--- config.mk ---
export PLATFORM = sky130hd
export DESIGN_NAME = matrix_store_rx
export DESIGN_NICKNAME = d
export VERILOG_FILES = /design/src/rtl/store_pkg.sv /design/src/rtl/dec_token_parser.sv /design/src/rtl/matrix_store_rx.sv
export SDC_FILE = /design/constraint.sdc
export NUM_CORES = 1
export LEC_CHECK = 0
export ABC_AREA = 0
export BUFFER_PORTS_ARGS = -buffer_cell sky130_fd_sc_hd__buf_2
export CELL_PAD_IN_SITES_DETAIL_PLACEMENT = 1
export CELL_PAD_IN_SITES_GLOBAL_PLACEMENT = 2
export CORE_MARGIN = 5
export CORE_UTILIZATION = 35
export DETAILED_ROUTE_END_ITERATION = 8
export GPL_ROUTABILITY_DRIVEN = 0
export PLACE_DENSITY = 0.92
export SYNTH_ARGS = -nofsm -noshare
export SYNTH_HDL_FRONTEND = slang
export SYNTH_SLANG_ARGS = --single-unit
--- constraint.sdc ---
create_clock -name clk -period 4.3 [get_ports clk]
set_input_delay 0.645 -clock clk [delete_from_list [all_inputs] [get_ports clk]]
set_output_delay 0.645 -clock clk [all_outputs]
set_load 0.02 [all_outputs]
--- src/rtl/store_pkg.sv ---
// Shared definitions for the STORE-mode matrix receiver.
//   MAX_DIM       largest accepted row/column count
//   MATRIX_WIDTH  width of the packed 5x5 byte matrix word
//   CH_*          ASCII byte values recognised by the tokeniser
//   err_code_e    error codes reported on err_code
//   store_state_e receiver FSM states
package store_pkg;

  localparam int MAX_DIM      = 5;
  localparam int MATRIX_WIDTH = 200;

  localparam logic [7:0] CH_SPACE = 8'h20;
  localparam logic [7:0] CH_COMMA = 8'h2C;
  localparam logic [7:0] CH_CR    = 8'h0D;
  localparam logic [7:0] CH_LF    = 8'h0A;
  localparam logic [7:0] CH_0     = 8'h30;
  localparam logic [7:0] CH_9     = 8'h39;

  // Accumulator ceiling: any number above 255 is reported as 256.
  localparam logic [8:0] ACC_SAT = 9'd256;

  typedef enum logic [1:0] {
    ERR_TIMEOUT = 2'd0,
    ERR_DIM     = 2'd1,
    ERR_RANGE   = 2'd2,
    ERR_BADCHAR = 2'd3
  } err_code_e;

  typedef enum logic [2:0] {
    S_IDLE,
    S_GET_M,
    S_GET_N,
    S_GET_ELEM,
    S_COMMIT
  } store_state_e;

  function automatic logic dim_ok(input logic [8:0] v);
    return (v >= 9'd1) && (v <= 9'(MAX_DIM));
  endfunction

endpackage

--- src/rtl/dec_token_parser.sv ---
// ASCII decimal tokeniser.
//   clk, rst_n   clock, async active-low reset
//   byte_valid   rx_data is a byte to be consumed this cycle
//   rx_data      received byte
//   clear        drop any partially accumulated number
//   tok_valid    a separator just terminated a number (combinational)
//   tok_val      value of that number, saturated at 256
//   bad_char     byte is neither digit nor separator (combinational)
//   pending      at least one digit of an unterminated number is held
module dec_token_parser
  import store_pkg::*;
(
  input  logic       clk,
  input  logic       rst_n,
  input  logic       byte_valid,
  input  logic [7:0] rx_data,
  input  logic       clear,
  output logic       tok_valid,
  output logic [8:0] tok_val,
  output logic       bad_char,
  output logic       pending
);

  logic [8:0]  acc;
  logic        seen;
  logic        is_digit;
  logic        is_sep;
  logic [11:0] acc_mul;
  logic [8:0]  acc_next;

  always_comb begin
    is_digit  = (rx_data >= CH_0) && (rx_data <= CH_9);
    is_sep    = rx_data inside {CH_SPACE, CH_COMMA, CH_CR, CH_LF};
    // 256*10+9 still fits in 12 bits, so saturation is a single compare.
    acc_mul   = ({3'b000, acc} * 12'd10) + {8'h00, rx_data[3:0]};
    acc_next  = (acc_mul > {3'b000, ACC_SAT}) ? ACC_SAT : acc_mul[8:0];
    tok_valid = byte_valid && is_sep && seen;
    tok_val   = acc;
    bad_char  = byte_valid && !is_digit && !is_sep;
    pending   = seen;
  end

  always_ff @(posedge clk or negedge rst_n) begin
    if (!rst_n) begin
      acc  <= '0;
      seen <= 1'b0;
    end else if (clear || (byte_valid && !is_digit)) begin
      acc  <= '0;
      seen <= 1'b0;
    end else if (byte_valid) begin
      acc  <= acc_next;
      seen <= 1'b1;
    end
  end

endmodule

--- src/rtl/matrix_store_rx.sv ---
// STORE-mode matrix receiver: turns "m n e0 .. e(m*n-1)" ASCII input into
// one packed matrix write, or an error pulse with a code.
//   clk, rst_n       clock, async active-low reset
//   enable           STORE mode active
//   rx_data, rx_done received byte and its single-cycle strobe
//   wr_en            single-cycle matrix write strobe
//   wr_dim_x/y       rows/columns of the last committed matrix
//   wr_data          packed elements, element k at [8k +: 8]
//   done_pulse       coincident with wr_en
//   err_pulse        single-cycle error strobe
//   err_code         code of the most recent error
//   busy             a matrix is partially entered
//
// state      | meaning
// -----------+----------------------------------------------
// S_IDLE     | not in STORE mode, outputs quiet
// S_GET_M    | waiting for row count token
// S_GET_N    | waiting for column count token
// S_GET_ELEM | collecting elements into slot k
// S_COMMIT   | one-cycle write of the assembled matrix
module matrix_store_rx
  import store_pkg::*;
#(
  parameter int unsigned ELEM_MAX       = 9,
  parameter int unsigned TIMEOUT_CYCLES = 500_000_000
) (
  input  logic                    clk,
  input  logic                    rst_n,
  input  logic                    enable,
  input  logic [7:0]              rx_data,
  input  logic                    rx_done,
  output logic                    wr_en,
  output logic [7:0]              wr_dim_x,
  output logic [7:0]              wr_dim_y,
  output logic [MATRIX_WIDTH-1:0] wr_data,
  output logic                    done_pulse,
  output logic                    err_pulse,
  output logic [1:0]              err_code,
  output logic                    busy
);

  localparam int TW = $clog2(TIMEOUT_CYCLES + 1);
  // Loaded on the byte cycle; reaching zero TIMEOUT_CYCLES-1 cycles later
  // puts the error pulse TIMEOUT_CYCLES+1 cycles after the last byte.
  localparam logic [TW-1:0] TMR_LOAD = TW'(TIMEOUT_CYCLES - 1);

  store_state_e state, state_next;
  err_code_e    err_code_q, err_sel;

  logic [2:0]              m, n;
  logic [4:0]              k, mn;
  logic [MATRIX_WIDTH-1:0] data;
  logic [TW-1:0]           tmr;

  logic       byte_valid, tok_clear;
  logic       tok_valid, bad_char, tok_pending;
  logic [8:0] tok_val;
  logic       err_set, latch_m, latch_n, store_elem, elem_last, tmr_expired;

  dec_token_parser u_parser (
    .clk       (clk),
    .rst_n     (rst_n),
    .byte_valid(byte_valid),
    .rx_data   (rx_data),
    .clear     (tok_clear),
    .tok_valid (tok_valid),
    .tok_val   (tok_val),
    .bad_char  (bad_char),
    .pending   (tok_pending)
  );

  always_comb begin
    mn          = {2'b00, m} * {2'b00, n};
    elem_last   = (k == (mn - 5'd1));
    byte_valid  = rx_done && enable && (state inside {S_GET_M, S_GET_N, S_GET_ELEM});
    busy        = (state inside {S_GET_N, S_GET_ELEM, S_COMMIT}) ||
                  ((state == S_GET_M) && tok_pending);
    tmr_expired = busy && (tmr == '0) && !rx_done;
  end

  always_ff @(posedge clk or negedge rst_n) begin
    if (!rst_n) state <= S_IDLE;
    else        state <= state_next;
  end

  always_comb begin
    state_next = state;
    err_set    = 1'b0;
    err_sel    = err_code_q;
    latch_m    = 1'b0;
    latch_n    = 1'b0;
    store_elem = 1'b0;
    tok_clear  = 1'b0;
    if (!enable) begin
      state_next = S_IDLE;
      tok_clear  = 1'b1;
    end else begin
      unique case (state)
        S_IDLE: begin
          state_next = S_GET_M;
          tok_clear  = 1'b1;
        end
        S_GET_M, S_GET_N, S_GET_ELEM: begin
          if (bad_char) begin
            err_set = 1'b1;
            err_sel = ERR_BADCHAR;
          end else if (tok_valid) begin
            if (state == S_GET_ELEM) begin
              if (tok_val <= 9'(ELEM_MAX)) begin
                store_elem = 1'b1;
                if (elem_last) state_next = S_COMMIT;
              end else begin
                err_set = 1'b1;
                err_sel = ERR_RANGE;
              end
            end else if (dim_ok(tok_val)) begin
              if (state == S_GET_M) begin
                latch_m    = 1'b1;
                state_next = S_GET_N;
              end else begin
                latch_n    = 1'b1;
                state_next = S_GET_ELEM;
              end
            end else begin
              err_set = 1'b1;
              err_sel = ERR_DIM;
            end
          end else if (tmr_expired) begin
            err_set = 1'b1;
            err_sel = ERR_TIMEOUT;
          end
          if (err_set) begin
            state_next = S_GET_M;
            tok_clear  = 1'b1;
          end
        end
        S_COMMIT: state_next = S_GET_M;
        default:  state_next = S_IDLE;
      endcase
    end
  end

  always_ff @(posedge clk or negedge rst_n) begin
    if (!rst_n) begin
      m          <= '0;
      n          <= '0;
      k          <= '0;
      data       <= '0;
      wr_dim_x   <= 8'd1;
      wr_dim_y   <= 8'd1;
      err_pulse  <= 1'b0;
      err_code_q <= ERR_TIMEOUT;
      tmr        <= TMR_LOAD;
    end else begin
      err_pulse <= err_set;
      if (err_set) err_code_q <= err_sel;

      if (err_set || !enable) begin
        m    <= '0;
        n    <= '0;
        k    <= '0;
        data <= '0;
      end else begin
        if (latch_m) m <= tok_val[2:0];
        if (latch_n) begin
          n    <= tok_val[2:0];
          k    <= '0;
          data <= '0;
        end
        if (store_elem) begin
          data[{k, 3'b000} +: 8] <= tok_val[7:0];
          k <= k + 5'd1;
          if (elem_last) begin
            wr_dim_x <= {5'b00000, m};
            wr_dim_y <= {5'b00000, n};
          end
        end
      end

      if (rx_done || !busy)  tmr <= TMR_LOAD;
      else if (tmr != '0)    tmr <= tmr - 1'b1;
    end
  end

  assign wr_en      = (state == S_COMMIT);
  assign done_pulse = (state == S_COMMIT);
  assign wr_data    = data;
  assign err_code   = err_code_q;

endmodule

Word-level counts from Yosys, hierarchy flattened

Index checks and enable logic that the tools add are counted.

Output and inout bits: 222
Input port bits: 12
Bits in registers: 262

Reduce and logical (&&, ||, !) cells: 37
$mul: 2
Equal/unequal tests: 16
Multiplexer cells: 68
Shift-type cells: 2
Order comparisons: 6
Bitwise gates (word level): 1
Add/sub/neg operators: 5

Operators with widths:

| kind                     | number |
|---|---|
| $mux 200                 | 4 |
| $bwmux 200               | 1 |
| $shift 8x10->200 const A | 1 |
| $shiftx 8x10->200        | 1 |
| $mux 29                  | 2 |
| $mux 3                   | 12 |
| $mux 1                   | 35 |
| $logic_not 29->1         | 1 |
| $reduce_bool 29->1       | 1 |
| $sub 29x1->29 const B    | 1 |
| $mux 9                   | 3 |
| $eq 8x4->1 const B       | 2 |
| $eq 8x6->1 const B       | 2 |
| $ne 4x4->1 const B       | 4 |
| $mux 5                   | 3 |
| $ne 5x5->1 const B       | 3 |
| $add 12x4->12            | 1 |
| $gt 12x9->1 const B      | 1 |
| $mux 2                   | 6 |
| $reduce_bool 3->1        | 4 |
| $logic_and 1x1->1        | 11 |
| $mul 9x3->11 const B     | 1 |
| $neg 8->10               | 1 |
| $ge 9x1->1 const B       | 1 |
| 24 further kinds         | 35 |

Longest topological paths before layout

Gate-level depths: netlist (run 1).

Word-level depth: 17
Gate-level depth with buffers: 12

By module

Synthesis (run 1) repeated with hierarchy kept, for this count alone.

Cells, all modules: 1,231
Area, all modules: 12,617.1 µm²

By module, submodules not included:

| module           | times used | cells each | area an instance (µm²) | sequential area each (µm²) |
|---|---|---|---|---|
| matrix_store_rx  | 1          | 1,094      | 11,360.9               | 6,333.6 |
| dec_token_parser | 1          | 137        | 1,256.2                | 250.2 |

Worst setup path after synthesis (run 1)

OpenSTA, ideal clock, no wires.

Kind: reg2reg
Start: register n[2]
End: register wr_dim_x[1]
Buffers on the path: 1
Period minus slack after synthesis: 3.302 ns
Library setup time: 0.125 ns
Setup slack: 0.998 ns
Data arrival time: 3.177 ns
Required time: 4.175 ns
Cell stages (with the launch flop): 13
Path through: dfrtp_1 > nand2_1 > ha_1 > fa_1 > inv_1 > ha_1 > a21o_1 > a21oi_1 > xnor3_1 > a2111oi_0 > nor2b_1 > clkbuf_1 > mux2_2

Longest elaborated chain between the ends: 4

Ends and longest elaborated chain:

| element                           | RTL line               | RTL |
|---|---|---|
| start: declaration                | matrix_store_rx.sv:50  | `logic [2:0] m, n;` |
| start signal: assignment          | matrix_store_rx.sv:166 | `n <= tok_val[2:0];` |
| $mul 3x3->5                       | matrix_store_rx.sv:73  | `mn = {2'b00, m} * {2'b00, n};` |
| $sub 5x1->5                       | matrix_store_rx.sv:74  | `elem_last = (k == (mn - 5'd1));` |
| $eq 5x5->1                        | matrix_store_rx.sv:74  |  |
| $reduce_and 3->1 (no source line) | --                     |  |
| end signal: assignment            | matrix_store_rx.sv:174 | `wr_dim_x <= {5'b00000, m};` |
| end: declaration                  | matrix_store_rx.sv:33  | `output logic [7:0] wr_dim_x,` |

No other way between the ends.
A chain may end at the register's enable or synchronous reset.

Worst setup path in the final report (run 1)

Start: register tmr[15]
End: register k[1]

Longest elaborated chain between the ends: 12
Elaborated cells on any way between the ends: 13

Ends and longest elaborated chain:

| element                                                      | RTL line               | RTL |
|---|---|---|
| start: declaration                                           | matrix_store_rx.sv:53  | `logic [TW-1:0] tmr;` |
| start signal: assignment                                     | matrix_store_rx.sv:181 | `else if (tmr != '0) tmr <= tmr - 1'b1;` |
| $logic_not 29->1 (*)                                         | matrix_store_rx.sv:78  | `tmr_expired = busy && (tmr == '0) && !rx_done;` |
| $logic_and 1x1->1 (*) (2 in series)                          | matrix_store_rx.sv:78  |  |
| $mux 1 (*)                                                   | matrix_store_rx.sv:128 | `end else if (tmr_expired) begin` |
| $mux 1 (*)                                                   | matrix_store_rx.sv:107 | `end else if (tok_valid) begin` |
| $mux 1 (*)                                                   | matrix_store_rx.sv:104 | `if (bad_char) begin` |
| $mux 1 (*)                                                   | matrix_store_rx.sv:98  | `unique case (state)` |
| $mux 1 (*)                                                   | matrix_store_rx.sv:94  | `if (!enable) begin` |
| $mux 1 (*)                                                   | matrix_store_rx.sv:98  |  |
| $mux 1 (*)                                                   | matrix_store_rx.sv:94  |  |
| $logic_or 1x1->1 (*)                                         | matrix_store_rx.sv:158 | `if (err_set \|\| !enable) begin` |
| $reduce_bool 3->1 (no source line) or $mux 5 (tied branches) | --                     |  |
| end signal: assignment                                       | matrix_store_rx.sv:172 | `k <= k + 5'd1;` |
| end: declaration                                             | matrix_store_rx.sv:51  | `logic [4:0] k, mn;` |

Mark *: on every way between the ends. The rest lies on a longest branch, timed or not. The select of a mux whose other input is x is not followed.

==> run_results.csv, run 1 <==
group,metric,value,unit
status,status,"complete, no violations",
worst_setup_path,crit_chain,"or4_1 > or4_1 > nor3_4 > a211oi_1 > o41ai_4 > buf_12 > nor3_1 > mux2_2",
logic_synthesis,netlist_instances,1222,
cts,postCtsSetupBuffers,0,
logic_synthesis,yosysWarnings,0,
routing,wl,40.0,mm
die,num_io_pins,234,
routing,ant_nets,0,
worst_setup_path,cpMostUsedCell,"or4_1",
die,die_area,0.0383,sq mm
worst_setup_path,crit_type,"flop to flop",
sta,relSlewSlack,22.7,%
logic_synthesis,synthAdderAreaFrac,3.77,%
routing,wl_per_cell,20.9,microns
worst_setup_path,max_stage_delay,660,ps
sta,final-setup-viol-count,0,
cts,clock_latency,550,ps
grt,grt-ovfl-total,0,
pwr,vdd_drop_max,0.000227,V
worst_setup_path,crit_slowest_cell,"or4_1",
die,fp.dieW,196,microns
cts,cts_made_buffers,29,
logic_synthesis,synth.top_cells.by_area,"dfrtp_1, nand3_1, and3_1, a21oi_1, dfstp_2",
place,dp_hpwl,28.2,mm
logic_synthesis,synth_top_area_share,49.7,%
place,port_buffers,223,
logic_synthesis,synth_top_area_cell,"dfrtp_1",
sta,hold_viol,0,
die,rows,68,
pwr,power.density,368,mW/mm^2
min_path,hold_path_class,"primary input to asynchronous set/reset pin",
pwr,seqPwrFrac,46.6,%
routing,first_iter_violations,652,
routing,vias,10300,
pwr,power_frac_clock,45.7,%
logic_synthesis,synth-simple-area-share,24.2,%
die,core,0.0343,sq mm
logic_synthesis,synth-xor-area-share,3.30,%
place,dp_cells,1862,
cts,cts_sinks,262,
logic_synthesis,synthArstFlopShare,100,%
cells_and_area,area_growth,21.5,%
cts,htree_levels,1,
logic_synthesis,synth.ff_latch_count,262,
pwr,p_leak,7.38,nW
cells_and_area,nNetsFinal,1484,
cells_and_area,final_cells,1914,
logic_synthesis,muxShareOfSynthArea,0.995,%
die,die-height,196,microns
sta,min_period_over_period,89.3,%
cts,hold_buffers,0,
sta,setup-tns-final,0,ps
pwr,switchingPower,0.00134,W
logic_synthesis,syn_area_per_cell,9.88,sq um
sta,min_period,3840,ps
logic_synthesis,synth_edf_count,0,
logic_synthesis,synth.yosys.seq_area_share,54.5,%
sta,tightestPinTransition,1150,ps
routing,drc_errors,0,
worst_setup_path,crit_required,4740,ps
routing,avgViaCountPerCell,5.37,
worst_setup_path,critPathBufInv,1,
grt,grt_pass1_wl,63.3,mm
sta,rsz0062_at_grt,"no",
cells_and_area,drive_gt1_share,23.7,%
die,start_util,35.2,%
pwr,internal-power,0.00406,W
cells_and_area,num_antenna_cells,0,
run,maxCapViolCount,0,
logic_synthesis,netlist_area,0.0121,sq mm
grt,grt.total_usage,20.2,%
worst_setup_path,critPathLaunchType,"flop",
sta,max_freq,260,MHz
grt,antenna_found_initial,0,
worst_setup_path,critPathTopFamily,"simple AND/OR/NAND/NOR gates",
sta,final.setup_skew,25.8,ps
logic_synthesis,synthFlopType,"dfrtp_1",
logic_synthesis,synth_top_family_by_area,"simple AND/OR/NAND/NOR gates",
sta,whs,185,ps
cts,clkTransAtPathRegs,60,ps
worst_setup_path,crit_fanout,112,
worst_setup_path,arrival,4280,ps
grt,grt_pass1_vias,11000,
sta,layout_setup_ws,461,ps
logic_synthesis,synth_compound_area_share,9.39,%
cts,clockBufferDepth,3,
grt,grt_max_degree,120,
cts,cts_tree,"built",
sta,slew_viol_final,0,
pwr,switching_share,24.8,%
cts,root_buffer,"clkbuf_16",
pwr,p_comb_share,7.6,%
logic_synthesis,synth_cell_types,67,
place,pre_cts_slack,545,ps
cells_and_area,final_util,42.8,%
routing,dr.pass1.iters,5,
worst_setup_path,endpoint_kind,"flop",
cts,post_cts_resized,0,
[routing by layer]
layer | GRT usage, % | vias up | part of all wire, %
met5 | 0 | - | 0
met4 | 4.60 | 0 | 2.3
met3 | 4.84 | 54 | 6.4
met2 | 34.3 | 254 | 48
met1 | 26.5 | 5255 | 43
li1 | - | 4718 | -
[cell families (layout without fill, tap and decap cells)]
group	count (synthesis)	in the layout
AOI/OAI and AO/OA	185	185
muxes	11	11
buffers and inverters	105	333
DFF	262	262
adders and majority gates	34	34
other	1	10
xor gates and xnor gates	44	44
and+or+nand+nor	580	580
[synthesized netlist by cell type (all sizes together), types with 9 or more instances]
master and count:
o21ai 14, nor4 14, nand2b 10, xnor2 24
a21oi 117, nor2 76, dfrtp 240, inv 30
and3 103, nand2 139, o32ai 9, clkbuf 50
ha 30, buf 25, nor3 25, dfstp 22
nand3 155, xor2 19
[registers in the layout, indices dropped and copies added (netlist names)]
| register | count |
|---|---|
| err_code | 2 |
| err_pulse | 1 |
| k | 5 |
| m | 3 |
| n | 3 |
| state | 3 |
| tmr | 29 |
| u_parser.pending | 1 |
| u_parser.tok_val | 9 |
| wr_data | 200 |
| wr_dim_x | 3 |
| wr_dim_y | 3 |
[layout make-up]
| type | instances | area (sq um) |
|---|---|---|
| well taps | 455 | 569 |
| flip-flops and latches | 262 | 6580 |
| clock inverters | 8 | 65.1 |
| fillers | 3935 | 19600 |
| clock buffers | 44 | 882 |
| inverters | 30 | 113 |
| multi-input cells | 864 | 5090 |
| repair buffers | 251 | 1370 |
[power groups by stage]
stage / Sequential [W] / Combinational, W / Clock, W
after floorplan: 0.00256 / 0.000250 / 0
after global placement: 0.00256 / 0.000403 / 0
after detailed placement: 0.00257 / 0.000415 / 0
after CTS: 0.00252 / 0.000417 / 0.00251
after global routing: 0.00252 / 0.000458 / 0.00263
final: 0.00252 / 0.000413 / 0.00247
[path summary, 6_finish.rpt]
| kind | start | endpoint | slack [ps] | depth (start not counted) |
|---|---|---|---|---|
| max | tmr[15] | k[1] | 460 | 8 |
| min | rst_n | wr_data[36] | 190 | 1 |
| max reg2reg | tmr[15] | k[1] | 460 | 8 |
| min reg2reg | tmr[28] | tmr[28] | 490 | 2 |
| max in group asynchronous | rst_n | wr_dim_y[0] | 3090 | 2 |
| min in group clk | rx_data[0] | u_parser.tok_val[0] | 440 | 3 |
[per-stage QoR]
step / cell area (sq um) / power, W
floorplan: 12100 / 0.00281
global placement: 13700 / 0.00296
detailed placement: 13700 / 0.00298
CTS: 14700 / 0.00545
global route: 14700 / 0.00561
finish: 14700 / 0.00540
[worst reg2reg max path: cells and delay by family, from the launching register on]
kind	cells	cell delay (ps)
muxes	1	280
DFF	1	450
and+or+nand+nor	4	1850
buffers and inverters	1	420
AOI/OAI and AO/OA	2	730
[placed cells by master (no fill, tap or decap), types with 5 or more instances in the layout]
master     instances
or3_1              8
or4_1              7
nor4_1            14
and3_1           103
xor2_1            18
clkbuf_16         29
dfstp_2           22
ha_1              30
nor3_1            24
clkbuf_1           5
dfrtp_1          240
clkinv_2           7
and2_1             8
nand2b_1          10
conb_1            10
a211oi_1           6
inv_1             30
mux2_2             8
or2_2              7
nand2_1          139
nand3_1          155
xnor2_1           23
nor2b_1            8
buf_2            222
o32ai_1            9
o21ai_0           14
buf_4             25
a21oi_1          117
clkbuf_8          10
nor2_1            75
No activity file was read; power rests on OpenSTA's default activity.
==> run 2: changes to the inputs <==
- CTS_BUF_LIST: default -> sky130_fd_sc_hd__clkbuf_8
==> run 2 against run 1 <==
Net effect: first-iteration DRC count fell by 3.5%; sequential power is essentially flat; fmax rose by 1.7%; die area unchanged; non-clock buffer count unchanged; clock-buffer cell count increased by 17; routed wire length rose by 1.7%; cell count increased by 1.7%; highest routed layer unchanged.
==> run_results.csv, run 2 (synthesis gave the netlist of run 1 again) <==
group,metric,value,unit
status,status,"complete, no violations",
cts,cts_made_buffers,46,
cts,post_cts_resized,0,
die,num_io_pins,234,
worst_setup_path,arrival,4210,ps
die,fp.dieW,196,microns
sta,layout_setup_ws,526,ps
routing,avgViaCountPerCell,5.34,
sta,relSlewSlack,24.9,%
routing,wl,40.6,mm
die,core,0.0343,sq mm
cts,hold_buffers,0,
sta,slew_viol_final,0,
pwr,vdd_drop_max,0.000210,V
sta,min_period_over_period,87.8,%
cts,cts_tree,"built",
cells_and_area,final_cell_mix,"dfrtp_1, buf_2, nand3_1",
place,postPlaceCellArea,0.0137,sq mm
cells_and_area,drive_gt1_share,24.5,%
place,dp_cells,1862,
sta,setup-tns-final,0,ps
cts,clock_latency,580,ps
routing,ant_nets,0,
cells_and_area,area_growth,21.5,%
cells_and_area,final_common_cell,"dfrtp_1",
routing,drc_errors,0,
worst_setup_path,endpoint_kind,"flop",
cts,root_buffer,"clkbuf_8",
cts,clkTransAtPathRegs,60,ps
place,pre_cts_slack,545,ps
cells_and_area,final_area,0.0147,sq mm
sta,tightestPinTransition,1130,ps
cells_and_area,largest_reg_flops,200,
die,rows,68,
grt,antenna_found_initial,0,
worst_setup_path,regToRegSetupSlack,530,ps
die,die-height,196,microns
cells_and_area,num_antenna_cells,0,
cells_and_area,nNetsFinal,1501,
cells_and_area,final_cells,1947,
worst_setup_path,worstRegToRegCells,11,
sta,min_period,3770,ps
sta,hold_viol,0,
sta,max_freq,265,MHz
cts,clockBufferDepth,3,
die,die_area,0.0383,sq mm
pwr,p_leak,7.46,nW
worst_setup_path,r2r_end,"wr_dim_x[1]",
worst_setup_path,crit_required,4740,ps
sta,final.setup_skew,24.7,ps
place,port_buffers,223,
cells_and_area,fillers,3979,
sta,rsz0062_at_grt,"no",
routing,wl_per_cell,20.9,microns
place,dp_hpwl,28.2,mm
grt,grt.total_usage,20.7,%
die,start_util,35.2,%
grt,grt_pass1_vias,11100,
grt,grt_pass1_wl,64.1,mm
cells_and_area,seq_area,0.00658,sq mm
grt,grt_max_degree,120,
cts,cts_sinks,262,
sta,final-setup-viol-count,0,
worst_setup_path,crit_type,"flop to flop",
routing,vias,10400,
worst_setup_path,crit_fanout,6,
run,maxCapViolCount,0,
cells_and_area,multi_input_area,0.00509,sq mm
worst_setup_path,critPathLaunchType,"flop",
grt,grt-ovfl-total,0,
min_path,hold_path_class,"primary input to asynchronous set/reset pin",
cts,postCtsSetupBuffers,0,
pwr,power.density,360,mW/mm^2
cts,htree_levels,2,
routing,dr.pass1.iters,4,
worst_setup_path,regToRegStartpoint,"m[0]",
routing,first_iter_violations,629,
## run 2: cell types whose count changed in the layout (fill, tap and decap cells not counted)
cell,change
inv_1,+19
clkinv_2,-5
inv_6,+2
clkbuf_8,+51
bufinv_16,-1
clkbuf_1,-5
clkbuf_16,-29
clkinvlp_4,+1
## run 2: final cells by class
cell class / count / share of cell area (%)
well taps: 455 / 3.88
flip-flops and latches: 262 / 44.9
inverters: 30 / 0.767
clock inverters: 24 / 0.725
clock buffers: 61 / 5.72
repair buffers: 251 / 9.36
multi-input cells: 864 / 34.7
## run 2: worst max-delay path by stage
stage / startpoint / endpoint / slack [ps] / cells past startpoint
floorplan: n[2] / wr_dim_x[1] / 1000 / 12
global placement: tmr[15] / k[1] / 640 / 8
detailed placement: m[0] / wr_dim_x[1] / 540 / 11
CTS: tmr[15] / k[1] / 510 / 8
global route: n[2] / wr_dim_y[2] / 320 / 10
finish: m[0] / wr_dim_x[1] / 530 / 11
## run 2: power breakdown
| part | switching, W | total [W] | internal [W] |
|---|---|---|---|
| combinational | 0.000299 | 0.000414 | 0.000115 |
| clock | 0.00107 | 0.00234 | 0.00127 |
| sequential | 0.0000325 | 0.00252 | 0.00249 |
## run 2: critical path, cell delays in order (launching register included)
cell,delay [ps]
dfrtp_1,410
nand2_1,80
ha_1,310
fa_1,500
inv_1,70
ha_1,300
a21o_1,160
a21oi_1,150
xnor3_1,220
a2111oi_0,520
nor2b_1,520
mux2_2,410
## run 2: metal layers
metal | wire, microns | part of all wire (%) | GRT usage [%] | vias to the layer above
met1 | 17500 | 43 | 26.7 | 5292
met5 | 0 | 0 | 0 | -
met2 | 19500 | 48 | 34.6 | 280
met4 | 1110 | 2.7 | 6.49 | 0
met3 | 2530 | 6.2 | 5.26 | 70
li1 | - | - | - | 4763
## run 2: metrics by stage
| stage | total power (W) | hold slack [ps] | utilization (%) |
|---|---|---|---|
| 6_report | 0.00528 | 149 | 42.8 |
| 2_1_floorplan | 0.00281 | 349 | - |
| 3_3_place_gp | 0.00296 | 472 | 40.0 |
| 4_1_cts | 0.00535 | 192 | 42.8 |
| 3_5_place_dp | 0.00298 | 488 | 40.0 |
| 5_1_grt | 0.00550 | 210 | 42.8 |
==> run 3: changes to the inputs <==
- CTS_BUF_LIST: sky130_fd_sc_hd__clkbuf_8 -> sky130_fd_sc_hd__clkbuf_2
==> run 3 against run 2 <==
Net effect: register-to-register slack gained 30 ps; utilization shrank 0.73 points; routed wire length shrank 0.29%; clock skew grew 35 ps; sequential cell count is the same; worst setup slack gained 34 ps; largest cell class unchanged; first-iteration DRC count grew 2.1%; via count grew 1.0%; total power shrank 8.0%; worst hold slack lost 34 ps; clock power shrank 18%.
==> run_results.csv, run 3 (synthesis gave the netlist of run 1 again) <==
group,metric,value,unit
cts,root_buffer,"clkbuf_2",
sta,min_period,3740,ps
sta,setup-tns-final,0,ps
cells_and_area,area_growth,19.4,%
worst_setup_path,crit_slowest_cell,"or4_1",
grt,grt_pass1_vias,11300,
min_path,hold_path_class,"primary input to flop",
routing,vias,10500,
status,status,"complete, no violations",
cts,postCtsSetupBuffers,0,
sta,final-setup-viol-count,0,
routing,wl,40.5,mm
run,maxCapViolCount,0,
cts,cts_tree,"built",
cells_and_area,seq_area,0.00658,sq mm
pwr,power.density,337,mW/mm^2
routing,dr.pass1.iters,4,
cts,post_cts_resized,0,
cells_and_area,final_common_cell,"dfrtp_1",
cells_and_area,nNetsFinal,1530,
die,num_io_pins,234,
routing,wl_per_cell,20.4,microns
die,fp.dieW,196,microns
worst_setup_path,cpMostUsedCell,"or4_1",
routing,drc_errors,0,
sta,final.setup_skew,59.2,ps
cts,cts_sinks,262,
cells_and_area,largest_reg_flops,200,
sta,tightestPinTransition,1150,ps
sta,slew_viol_final,0,
cells_and_area,multi_input_area,0.00509,sq mm
worst_setup_path,critPathLaunchType,"flop",
routing,ant_nets,0,
worst_setup_path,endpoint_kind,"flop",
cts,clkTransAtPathRegs,100,ps
sta,rsz0062_at_grt,"no",
cts,clock_latency,850,ps
place,dp_hpwl,28.2,mm
cells_and_area,drive_gt1_share,27.2,%
cells_and_area,final_cell_mix,"dfrtp_1, buf_2, nand3_1",
die,rows,68,
grt,grt.total_usage,20.8,%
worst_setup_path,crit_type,"flop to flop",
die,die_area,0.0383,sq mm
routing,avgViaCountPerCell,5.29,
cts,htree_levels,3,
worst_setup_path,crit_chain,"or4_1 > or4_1 > nor3_4 > a211oi_1 > o41ai_4 > buf_12 > nor3_1 > mux2_2",
worst_setup_path,crit_fanout,112,
sta,relSlewSlack,23.3,%
worst_setup_path,arrival,4490,ps
die,die-height,196,microns
sta,min_period_over_period,87.0,%
place,port_buffers,223,
worst_setup_path,crit_required,5050,ps
grt,antenna_found_initial,1,
cts,hold_buffers,1,
pwr,vdd_drop_max,0.000160,V
cts,clockBufferDepth,3,
sta,max_freq,267,MHz
pwr,p_leak,7.43,nW
grt,grt_pass1_wl,64.2,mm
sta,hold_viol,0,
grt,grt-ovfl-total,0,
cells_and_area,final_util,42.1,%
cts,cts_made_buffers,74,
die,start_util,35.2,%
cells_and_area,fillers,4038,
routing,first_iter_violations,642,
grt,grt_max_degree,120,
die,core,0.0343,sq mm
worst_setup_path,max_stage_delay,670,ps
run 3: through the flow:
| stage | hold WS (ps) | power (W) | instances | setup WS [ps] | area, sq um |
|---|---|---|---|---|---|
| 5_1_grt | 42.4 | 0.00512 | 1988 | 298 | 14400 |
| 6_report | 115 | 0.00486 | 1988 | 561 | 14400 |
| 2_1_floorplan | 349 | 0.00281 | 1231 | 998 | 12100 |
| 3_3_place_gp | 472 | 0.00296 | 1862 | 637 | 13700 |
| 4_1_cts | 13.8 | 0.00494 | 1987 | 516 | 14400 |
| 3_5_place_dp | 488 | 0.00298 | 1862 | 545 | 13700 |
run 3: critical path, delay by kind of cell (launching register included):
| kind | cells | cell delay, ps |
|---|---|---|
| buffers and inverters | 1 | 440 |
| AND/OR/NAND/NOR | 4 | 1700 |
| multiplexers | 1 | 270 |
| AO/OA/AOI/OAI | 2 | 730 |
| flip-flops | 1 | 460 |
run 3: report_power, final:
part	switching (W)	internal, W
Clock	0.00107	0.000857
Sequential	0.0000317	0.00248
Combinational	0.000298	0.000116
run 3: final timing paths:
kind | cells past startpoint | from | endpoint | slack (ps)
worst max-delay path | 8 | tmr[15] | k[1] | 560
worst min-delay path | 3 | rx_data[0] | u_parser.tok_val[0] | 110
worst max register to register | 8 | tmr[15] | k[1] | 560
worst min register to register | 2 | tmr[14] | tmr[14] | 510
max in group asynchronous | 3 | rst_n | wr_dim_y[0] | 2810
min in group asynchronous | 2 | rst_n | wr_data[5] | 500
run 3: area by class of cell:
| cell class | instances | share of cell area (%) |
|---|---|---|
| clock buffers | 112 | 3.89 |
| flip-flops and latches | 262 | 45.6 |
| multi-input cells | 864 | 35.3 |
| diodes | 1 | 0.0173 |
| inverters | 30 | 0.781 |
| repair buffers | 252 | 9.59 |
| well taps | 455 | 3.95 |
| clock inverters | 12 | 0.859 |
run 3: routing by layer:
| layer | share of wire, % | up-vias | global-route usage, % |
|---|---|---|---|
| met4 | 1.7 | 0 | 5.61 |
| met1 | 43 | 5351 | 26.4 |
| li1 | - | 4854 | - |
| met2 | 49 | 260 | 34.8 |
| met5 | 0 | - | 0 |
| met3 | 6.5 | 45 | 6.22 |
